==> src/rtl/seq_alu.sv <==
// Sequential RV32/64-style ALU: single-cycle base/branch ops, iterative M-extension ops.
// Valid/ready handshake on both sides; one operation in flight at a time.
module seq_alu #(
    parameter int unsigned XLEN = 32,
    parameter int unsigned SHW  = $clog2(XLEN)
) (
    input  logic            clk,
    input  logic            rst,
    input  logic            in_valid,
    output logic            in_ready,
    input  logic [6:0]      opcode,
    input  logic [2:0]      funct3,
    input  logic [6:0]      funct7,
    input  logic            ALU_source,
    input  logic [XLEN-1:0] reg1,
    input  logic [XLEN-1:0] reg2,
    input  logic [XLEN-1:0] immediate,
    output logic            out_valid,
    input  logic            out_ready,
    output logic [XLEN-1:0] result,
    output logic            branch,
    output logic            busy
);

    localparam logic [6:0] OpR    = 7'b0110011;
    localparam logic [6:0] OpI    = 7'b0010011;
    localparam logic [6:0] OpB    = 7'b1100011;
    localparam logic [6:0] F7Base = 7'b0000000;
    localparam logic [6:0] F7Alt  = 7'b0100000;
    localparam logic [6:0] F7M    = 7'b0000001;

    typedef enum logic [1:0] {StIdle, StIter, StDone} state_e;

    state_e              state_q, state_d;
    logic [SHW-1:0]      cnt_q, cnt_d;
    logic [2*XLEN-1:0]   prod_q, prod_d;
    logic [XLEN-1:0]     b_q, b_d;
    logic [XLEN-1:0]     a_raw_q, a_raw_d;
    logic [2:0]          f3_q, f3_d;
    logic                neg_q, neg_d, a_neg_q, a_neg_d, dz_q, dz_d;
    logic [XLEN-1:0]     result_q, result_d;
    logic                branch_q, branch_d;

    // Base-op decode
    logic [XLEN-1:0] op2, base_res;
    logic [SHW-1:0]  shamt;
    logic            base_br, is_m, lt_s, lt_u;

    always_comb begin
        op2      = ALU_source ? immediate : reg2;
        shamt    = op2[SHW-1:0];
        lt_s     = $signed(reg1) < $signed(op2);
        lt_u     = reg1 < op2;
        base_res = '0;
        base_br  = 1'b0;
        is_m     = 1'b0;
        case (opcode)
            OpR: begin
                if (funct7 == F7M) begin
                    is_m = 1'b1;
                end else if (funct7 == F7Base) begin
                    case (funct3)
                        3'b000:  base_res = reg1 + op2;
                        3'b001:  base_res = reg1 << shamt;
                        3'b010:  base_res = XLEN'(lt_s);
                        3'b011:  base_res = XLEN'(lt_u);
                        3'b100:  base_res = reg1 ^ op2;
                        3'b101:  base_res = reg1 >> shamt;
                        3'b110:  base_res = reg1 | op2;
                        default: base_res = reg1 & op2;
                    endcase
                end else if (funct7 == F7Alt) begin
                    if (funct3 == 3'b000) base_res = reg1 - op2;
                    if (funct3 == 3'b101) base_res = XLEN'($signed(reg1) >>> shamt);
                end
            end
            OpI: begin
                case (funct3)
                    3'b000:  base_res = reg1 + op2;
                    3'b001:  base_res = (funct7 == F7Base) ? reg1 << shamt : '0;
                    3'b010:  base_res = XLEN'(lt_s);
                    3'b011:  base_res = XLEN'(lt_u);
                    3'b100:  base_res = reg1 ^ op2;
                    3'b101: begin
                        if (funct7 == F7Base)     base_res = reg1 >> shamt;
                        else if (funct7 == F7Alt) base_res = XLEN'($signed(reg1) >>> shamt);
                    end
                    3'b110:  base_res = reg1 | op2;
                    default: base_res = reg1 & op2;
                endcase
            end
            OpB: begin
                case (funct3)
                    3'b000:  base_br = reg1 == reg2;
                    3'b001:  base_br = reg1 != reg2;
                    3'b100:  base_br = $signed(reg1) < $signed(reg2);
                    3'b101:  base_br = $signed(reg1) >= $signed(reg2);
                    3'b110:  base_br = reg1 < reg2;
                    3'b111:  base_br = reg1 >= reg2;
                    default: base_br = 1'b0;
                endcase
            end
            default: ;
        endcase
    end

    // Operand magnitudes and sign bookkeeping for M ops
    logic            a_signed, b_signed, a_neg, b_neg;
    logic [XLEN-1:0] a_mag, b_mag;

    always_comb begin
        a_signed = (funct3 != 3'b011) && (funct3 != 3'b101) && (funct3 != 3'b111);
        b_signed = a_signed && (funct3 != 3'b010);
        a_neg    = a_signed && reg1[XLEN-1];
        b_neg    = b_signed && reg2[XLEN-1];
        a_mag    = a_neg ? -reg1 : reg1;
        b_mag    = b_neg ? -reg2 : reg2;
    end

    // One iteration: shift-add multiply (f3[2]=0) or restoring divide (f3[2]=1)
    logic [XLEN:0]     add_sum, div_shift;
    logic [XLEN-1:0]   div_rem, quo, rem;
    logic              div_ge;
    logic [2*XLEN-1:0] step, mul_full;
    logic [XLEN-1:0]   m_res;

    always_comb begin
        add_sum   = {1'b0, prod_q[2*XLEN-1:XLEN]} + (prod_q[0] ? {1'b0, b_q} : '0);
        div_shift = {prod_q[2*XLEN-1:XLEN], prod_q[XLEN-1]};
        div_ge    = div_shift >= {1'b0, b_q};
        div_rem   = div_shift[XLEN-1:0] - b_q;
        if (f3_q[2]) begin
            step = {div_ge ? div_rem : div_shift[XLEN-1:0], prod_q[XLEN-2:0], div_ge};
        end else begin
            step = {add_sum, prod_q[XLEN-1:1]};
        end
        mul_full = neg_q ? -step : step;
        quo      = step[XLEN-1:0];
        rem      = step[2*XLEN-1:XLEN];
        case (f3_q)
            3'b000:          m_res = mul_full[XLEN-1:0];
            3'b001, 3'b010,
            3'b011:          m_res = mul_full[2*XLEN-1:XLEN];
            3'b100, 3'b101:  m_res = dz_q ? '1 : (neg_q ? -quo : quo);
            default:         m_res = dz_q ? a_raw_q : (a_neg_q ? -rem : rem);
        endcase
    end

    always_comb begin
        state_d  = state_q;
        cnt_d    = cnt_q;
        prod_d   = prod_q;
        b_d      = b_q;
        a_raw_d  = a_raw_q;
        f3_d     = f3_q;
        neg_d    = neg_q;
        a_neg_d  = a_neg_q;
        dz_d     = dz_q;
        result_d = result_q;
        branch_d = branch_q;
        case (state_q)
            StIdle: begin
                if (in_valid) begin
                    if (is_m) begin
                        state_d = StIter;
                        cnt_d   = SHW'(XLEN - 1);
                        prod_d  = {{XLEN{1'b0}}, a_mag};
                        b_d     = b_mag;
                        a_raw_d = reg1;
                        f3_d    = funct3;
                        neg_d   = a_neg ^ b_neg;
                        a_neg_d = a_neg;
                        dz_d    = reg2 == '0;
                    end else begin
                        state_d  = StDone;
                        result_d = base_res;
                        branch_d = base_br;
                    end
                end
            end
            StIter: begin
                prod_d = step;
                cnt_d  = cnt_q - 1'b1;
                if (cnt_q == '0) begin
                    state_d  = StDone;
                    cnt_d    = '0;
                    result_d = m_res;
                    branch_d = 1'b0;
                end
            end
            StDone: begin
                if (out_ready) state_d = StIdle;
            end
            default: state_d = StIdle;
        endcase
    end

    always_ff @(posedge clk) begin
        if (rst) begin
            state_q  <= StIdle;
            cnt_q    <= '0;
            prod_q   <= '0;
            b_q      <= '0;
            a_raw_q  <= '0;
            f3_q     <= '0;
            neg_q    <= 1'b0;
            a_neg_q  <= 1'b0;
            dz_q     <= 1'b0;
            result_q <= '0;
            branch_q <= 1'b0;
        end else begin
            state_q  <= state_d;
            cnt_q    <= cnt_d;
            prod_q   <= prod_d;
            b_q      <= b_d;
            a_raw_q  <= a_raw_d;
            f3_q     <= f3_d;
            neg_q    <= neg_d;
            a_neg_q  <= a_neg_d;
            dz_q     <= dz_d;
            result_q <= result_d;
            branch_q <= branch_d;
        end
    end

    assign in_ready  = state_q == StIdle;
    assign out_valid = state_q == StDone;
    assign busy      = state_q == StIter;
    assign result    = result_q;
    assign branch    = branch_q;

endmodule

==> config.mk <==
export PLATFORM = sky130hd
export DESIGN_NAME = seq_alu
export DESIGN_NICKNAME = d
export VERILOG_FILES = /design/src/rtl/seq_alu.sv
export SDC_FILE = /design/constraint.sdc
export NUM_CORES = 2
export LEC_CHECK = 0
export ABC_AREA = 1
export BUFFER_PORTS_ARGS = -buffer_cell sky130_fd_sc_hd__buf_2
export CAP_MARGIN = 20
export CORE_ASPECT_RATIO = 1.75
export CORE_UTILIZATION = 47
export CTS_CLUSTER_SIZE = 25
export DETAILED_ROUTE_END_ITERATION = 8
export GPL_TIMING_DRIVEN = 0
export SYNTH_ARGS = -nofsm -noshare
export SYNTH_HDL_FRONTEND = slang
export SYNTH_SLANG_ARGS = --single-unit
==> constraint.sdc <==
create_clock -name clk -period 5.63 [get_ports clk]
set_input_delay 0.8445 -clock clk [delete_from_list [all_inputs] [get_ports clk]]
set_output_delay 0.8445 -clock clk [all_outputs]
set_load 0.02 [all_outputs]
==> impl_results.md, run 1 <==
* Outcome: aborted with a tool error
* Stopping stage: global routing
* First error: [ERROR GRT-0116] Global routing finished with congestion. Check the congestion regions in the DRC Viewer.
* Asr flop ratio synth at 0
* Initial Utilization at 0.476
* Clock buffer count from CTS at 25
* Detailed Place HPWL at 170,000 um
* Yosys warns at 0
* Post-synth EDFFs at 0
* Synthesized area at 29,600 um2
* H-tree Lvls at 4
* Ports at 154
* Row Count at 121
* GRT Total Usage at 0.838
* Most area-hungry cell type in the Yosys netlist: nand2_1
* CTS Hold Bufs at 0
* Ys flop type: dfxtp_1
* Post-CTS Repair Setup Buffers at 0
* Vias in the first global route at 48,800
* Clk root buf: clkbuf_16
* Syn_area_per_cell at 5.52 um2
* DIE WIDTH at 192 um
* Syn Nets at 5,715
* Die H at 334 um
* Total clock sinks at 174
* Number of synthesized register bits at 174
* Maximum number of pins on one net before global-route repair at 21
* Clock buffer depth at 3
* First-pass GRT wire length at 410,000 um
* Routability cong. at 1.32
* Pre-CTS WS at -1210 ps
* Yosys top cell area share at 0.181
* Port Buffers at 150
* Seq/Total Area, Yosys at 0.118
* Syn Inst Count at 5,366
* Synth unique cells at 68
* Global route overflow at 2,734
* Top cells by area, synth: nand2_1 18%, dfxtp_1 12%, o21ai_0 10%
-- layer usage --
| metal | GRT overflow | track usage |
|---|---|---|
| met1 | 17 | 0.792 |
| met2 | 1980 | 1.09 |
| met3 | 25 | 0.613 |
| met4 | 707 | 0.900 |
| met5 | 5 | 0.242 |
-- cells by family after synthesis --
group | Yosys count | synth area share
AO/OA/AOI/OAI | 1357 | 0.250
XOR/XNOR | 114 | 0.0337
adder cells (fa/ha/maj) | 231 | 0.0987
buffers and inverters | 930 | 0.123
flip-flops | 174 | 0.118
multiplexers | 22 | 0.00744
AND/OR/NAND/NOR | 2538 | 0.370
-- per-stage QoR --
stage,instance area [um2],std cells,utilization
global placement,31300,6315,0.504
CTS,32200,6366,0.517
floorplan,29600,5366,-
detailed placement,31500,6333,0.506
-- what timing repair did --
| item | in CTS |
|---|---|
| resized for setup | 6 |
| endpoints found under the setup margin | 16 |
| pin swaps | 0 |
-- Yosys cell counts, drive strengths merged (9+ instances only) --
library cell	instances
a211oi	17
a31oi	20
nand3	341
clkbuf	165
dfxtp	174
nand4	80
nor4	9
o22ai	12
o211ai	52
o21a	12
xnor2	14
ha	227
nand2	1457
nor2	465
inv	689
nand3b	23
o21bai	15
o21ai	635
a21oi	518
buf	70
or2	77
o2111ai	16
mux2i	22
nor3	77
o221ai	24
xor2	100
==> run 2: changes to the inputs <==
--- a/config.mk
+++ b/config.mk
@@ -8,11 +8,10 @@
 export ABC_AREA = 1
 export BUFFER_PORTS_ARGS = -buffer_cell sky130_fd_sc_hd__buf_2
 export CAP_MARGIN = 20
-export CORE_ASPECT_RATIO = 1.75
-export CORE_UTILIZATION = 47
-export CTS_CLUSTER_SIZE = 25
+export CORE_UTILIZATION = 32
 export DETAILED_ROUTE_END_ITERATION = 8
 export GPL_TIMING_DRIVEN = 0
+export PLACE_DENSITY_LB_ADDON = 0.15
 export SYNTH_ARGS = -nofsm -noshare
 export SYNTH_HDL_FRONTEND = slang
 export SYNTH_SLANG_ARGS = --single-unit
==> impl_results.md, run 2 <==
* Setup TNS at 0 ps
* H-tree Lvls at 4 (unchanged)
* Critical path type: input pin to flip-flop
* Most common cell on crit path: nand2_1
* VDD IR max at 0.185 mV
* Seq/Total Area, Yosys at 0.118 (unchanged)
* Area Growth Syn to Fin at 10.6%
* Total number of vias at 40,100
* Ordered list of cells on the worst path: buf_4 -> inv_2 -> or2_2 -> o21ai_2 -> clkbuf_2 -> buf_2 -> ha_1 -> a21oi_1 -> nand2_1 -> nand2_1 -> a31oi_2 -> nand3_1 -> nand2_1 -> nand2_1 -> nand2_1 -> o21ai_0 -> nand4_1 -> o21ai_0 -> nand2_1 -> o2111ai_1 -> nand2_1 -> a21oi_1 -> a21oi_1
* Data required time of the worst path at 6000 ps
* PD cells at 142 nW/um2
* CP max-delay cell: o21ai_0
* Power Total at 4.64 mW
* First-pass GRT wire length at 287,000 um
* Initial Utilization at 0.323 (-0.153)
* Number of synthesized register bits at 174 (unchanged)
* DRC violations left at 0
* Hold slack at 468 ps
* Clock buffer count from CTS at 17 (-32%)
* Most frequent cells in the layout: 1,429 x nand2_1, 675 x inv_1, 588 x o21ai_0
* Antenna viol nets, final at 0
* Ys flop type: dfxtp_1
* Detailed Place HPWL at 175,000 um (+3.4%)
* Initial DRC count at 6,066
* Total clock sinks at 174 (unchanged)
* Clk root buf: clkbuf_16
* Port Buffers at 150 (unchanged)
* Reg clk slew, reported paths at 90 ps
* Routability cong. at 1.13 (-14%)
* Post-synth EDFFs at 0 (unchanged)
* Ports at 154 (unchanged)
* Global route overflow at 0
* Vias in the first global route at 36,200
* Most area-hungry cell type in the Yosys netlist: nand2_1
* Final worst slack at 51.5 ps
* Vias per inst at 5.94
* Core area at 91,700 um2
* Pre-CTS WS at -2040 ps (-826 ps)
* DIE WIDTH at 306 um (+60%)
* Crit-path max FO at 12
* Static Leak at 16.4 nW
* CTS tree: yes
* Crit-path max cell delay at 1020 ps
* Asr flop ratio synth at 0 (unchanged)
* Met3 WL at 23,600 um
* Largest register by flop count: prod_q
* Slew of the pin with the lowest slew margin at 1320 ps
* Total length of routed wires at 211,000 um
* Row Count at 111 (-8.3%)
* Yosys top cell area share at 0.181 (unchanged)
* Peak Freq at 179 MHz
* Syn Inst Count at 5,366 (unchanged)
* Hold crit path type: flip-flop to flip-flop
* Layout net count at 5,890
* Final Max Tran Viols at 0
* Final period utilization at 0.991
* Antenna violations before repair at 17
* Yosys warns at 0 (unchanged)
* Maximum number of pins on one net before global-route repair at 21
* Setup violators final at 0
* Synthesized area at 29,600 um2 (unchanged)
* Max-Cap Viols at 0
* DRT met1 WL at 91,800 um
* Outcome: complete, no violations
* Drt first pass iters at 6
* Crit path time final at 5580 ps
* Met2 wire len at 82,200 um
* Commonest non-fill, non-tap cell in the layout: nand2_1
* Final hold violation count at 0
* Largest register FFs at 64
* Top cells by area, synth: nand2_1 18%, dfxtp_1 12%, o21ai_0 10%
* Clock buffer depth at 2 (-1)
* Die H at 306 um (-8.3%)
* Most numerous cell in the Yosys netlist: nand2_1
* Syn_area_per_cell at 5.52 um2 (unchanged)
* Crit. End Element: flip-flop
* CTS Hold Bufs at 0 (unchanged)
* Top sig layer: met5
* GRT Total Usage at 0.437
* WP data arrival at 5950 ps
* Synth unique cells at 68 (unchanged)
* Worst Clk Skew at 18.2 ps
* Syn Nets at 5,715 (unchanged)
* Overall die area at 93,700 um2
* WL per Instance at 31.3 um
* Slew headroom at 0.108
* Worst-skew pair later-pin latency at 480 ps
* Post-synth top cells: 1,429 x nand2_1, 675 x inv_1, 597 x o21ai_0
* Layout cells sized above 1 at 0.0826
* CP Launch Type: input pin
run 2: cell counts after synthesis:
No cell type changed its count.
run 2: final timing paths:
| check | from | endpoint | slack [ps] | cells after the start |
|---|---|---|---|---|
| worst max-delay path | ALU_source | result[17] | 50 | 23 |
| worst min-delay path | result[24] | result[24] | 470 | 2 |
| worst max register to register | prod_q[53] | result[10] | 270 | 28 |
| worst min register to register | result[24] | result[24] | 470 | 2 |
run 2: kinds of logic after synthesis:
| kind of cell | share of synthesized area |
|---|---|
| AND/OR/NAND/NOR | 0.370 |
| AO/OA/AOI/OAI | 0.250 |
| buffers and inverters | 0.123 |
| adder cells (fa/ha/maj) | 0.0987 |
| flip-flops | 0.118 |
| XOR/XNOR | 0.0337 |
| multiplexers | 0.00744 |
run 2: final cells by class:
| class | instances | area (um2) |
|---|---|---|
| Multi-Input combinational cell | 4262 | 22600 |
| Fill cell | 10700 | 58900 |
| Sequential cell | 174 | 3490 |
| Tap cell | 1186 | 1480 |
| Antenna cell | 10 | 25.0 |
| Timing Repair Buffer | 162 | 857 |
| Inverter | 695 | 2610 |
| Buffer | 229 | 1010 |
| Clock inverter | 15 | 214 |
| Clock buffer | 17 | 425 |
run 2: critical path, delay by kind of cell:
family | cells | cell delay, ps
adders and majority gates | 1 | 370
and+or+nand+nor | 10 | 1420
buffers and inverters | 4 | 960
AOI/OAI and AO/OA | 8 | 2290
run 2: per-layer routing:
layer / global-route usage / up-vias
met5: 0 / -
met4: 0.251 / 4
met3: 0.103 / 421
met2: 0.607 / 2451
met1: 0.609 / 19200
li1: - / 18000
run 2: what timing repair did:
action / in CTS / in global routing
buffers inserted: 0 / 3
setup endpoints to repair: 28 / 24
gates resized for setup: 25 / 34
pin swaps: 0 / 4
run 2: per-stage QoR:
step	cells	instance area [um2]	utilization
after floorplan	5366	29600	-
after global placement	6702	31800	0.347
after detailed placement	6710	31900	0.348
after CTS	6738	32600	0.356
after global routing	6740	32700	0.357
final	6750	32700	0.357
run 2: report_power, final:
group / switching [mW] / leakage [nW] / internal (mW)
Clock: 0.687 / 0.305 / 0.652
Sequential: 0.0128 / 1.41 / 1.24
Combinational: 1.58 / 14.7 / 0.471
Total: 2.28 / 16.4 / 2.36
Power figures use the tool's default switching activity.
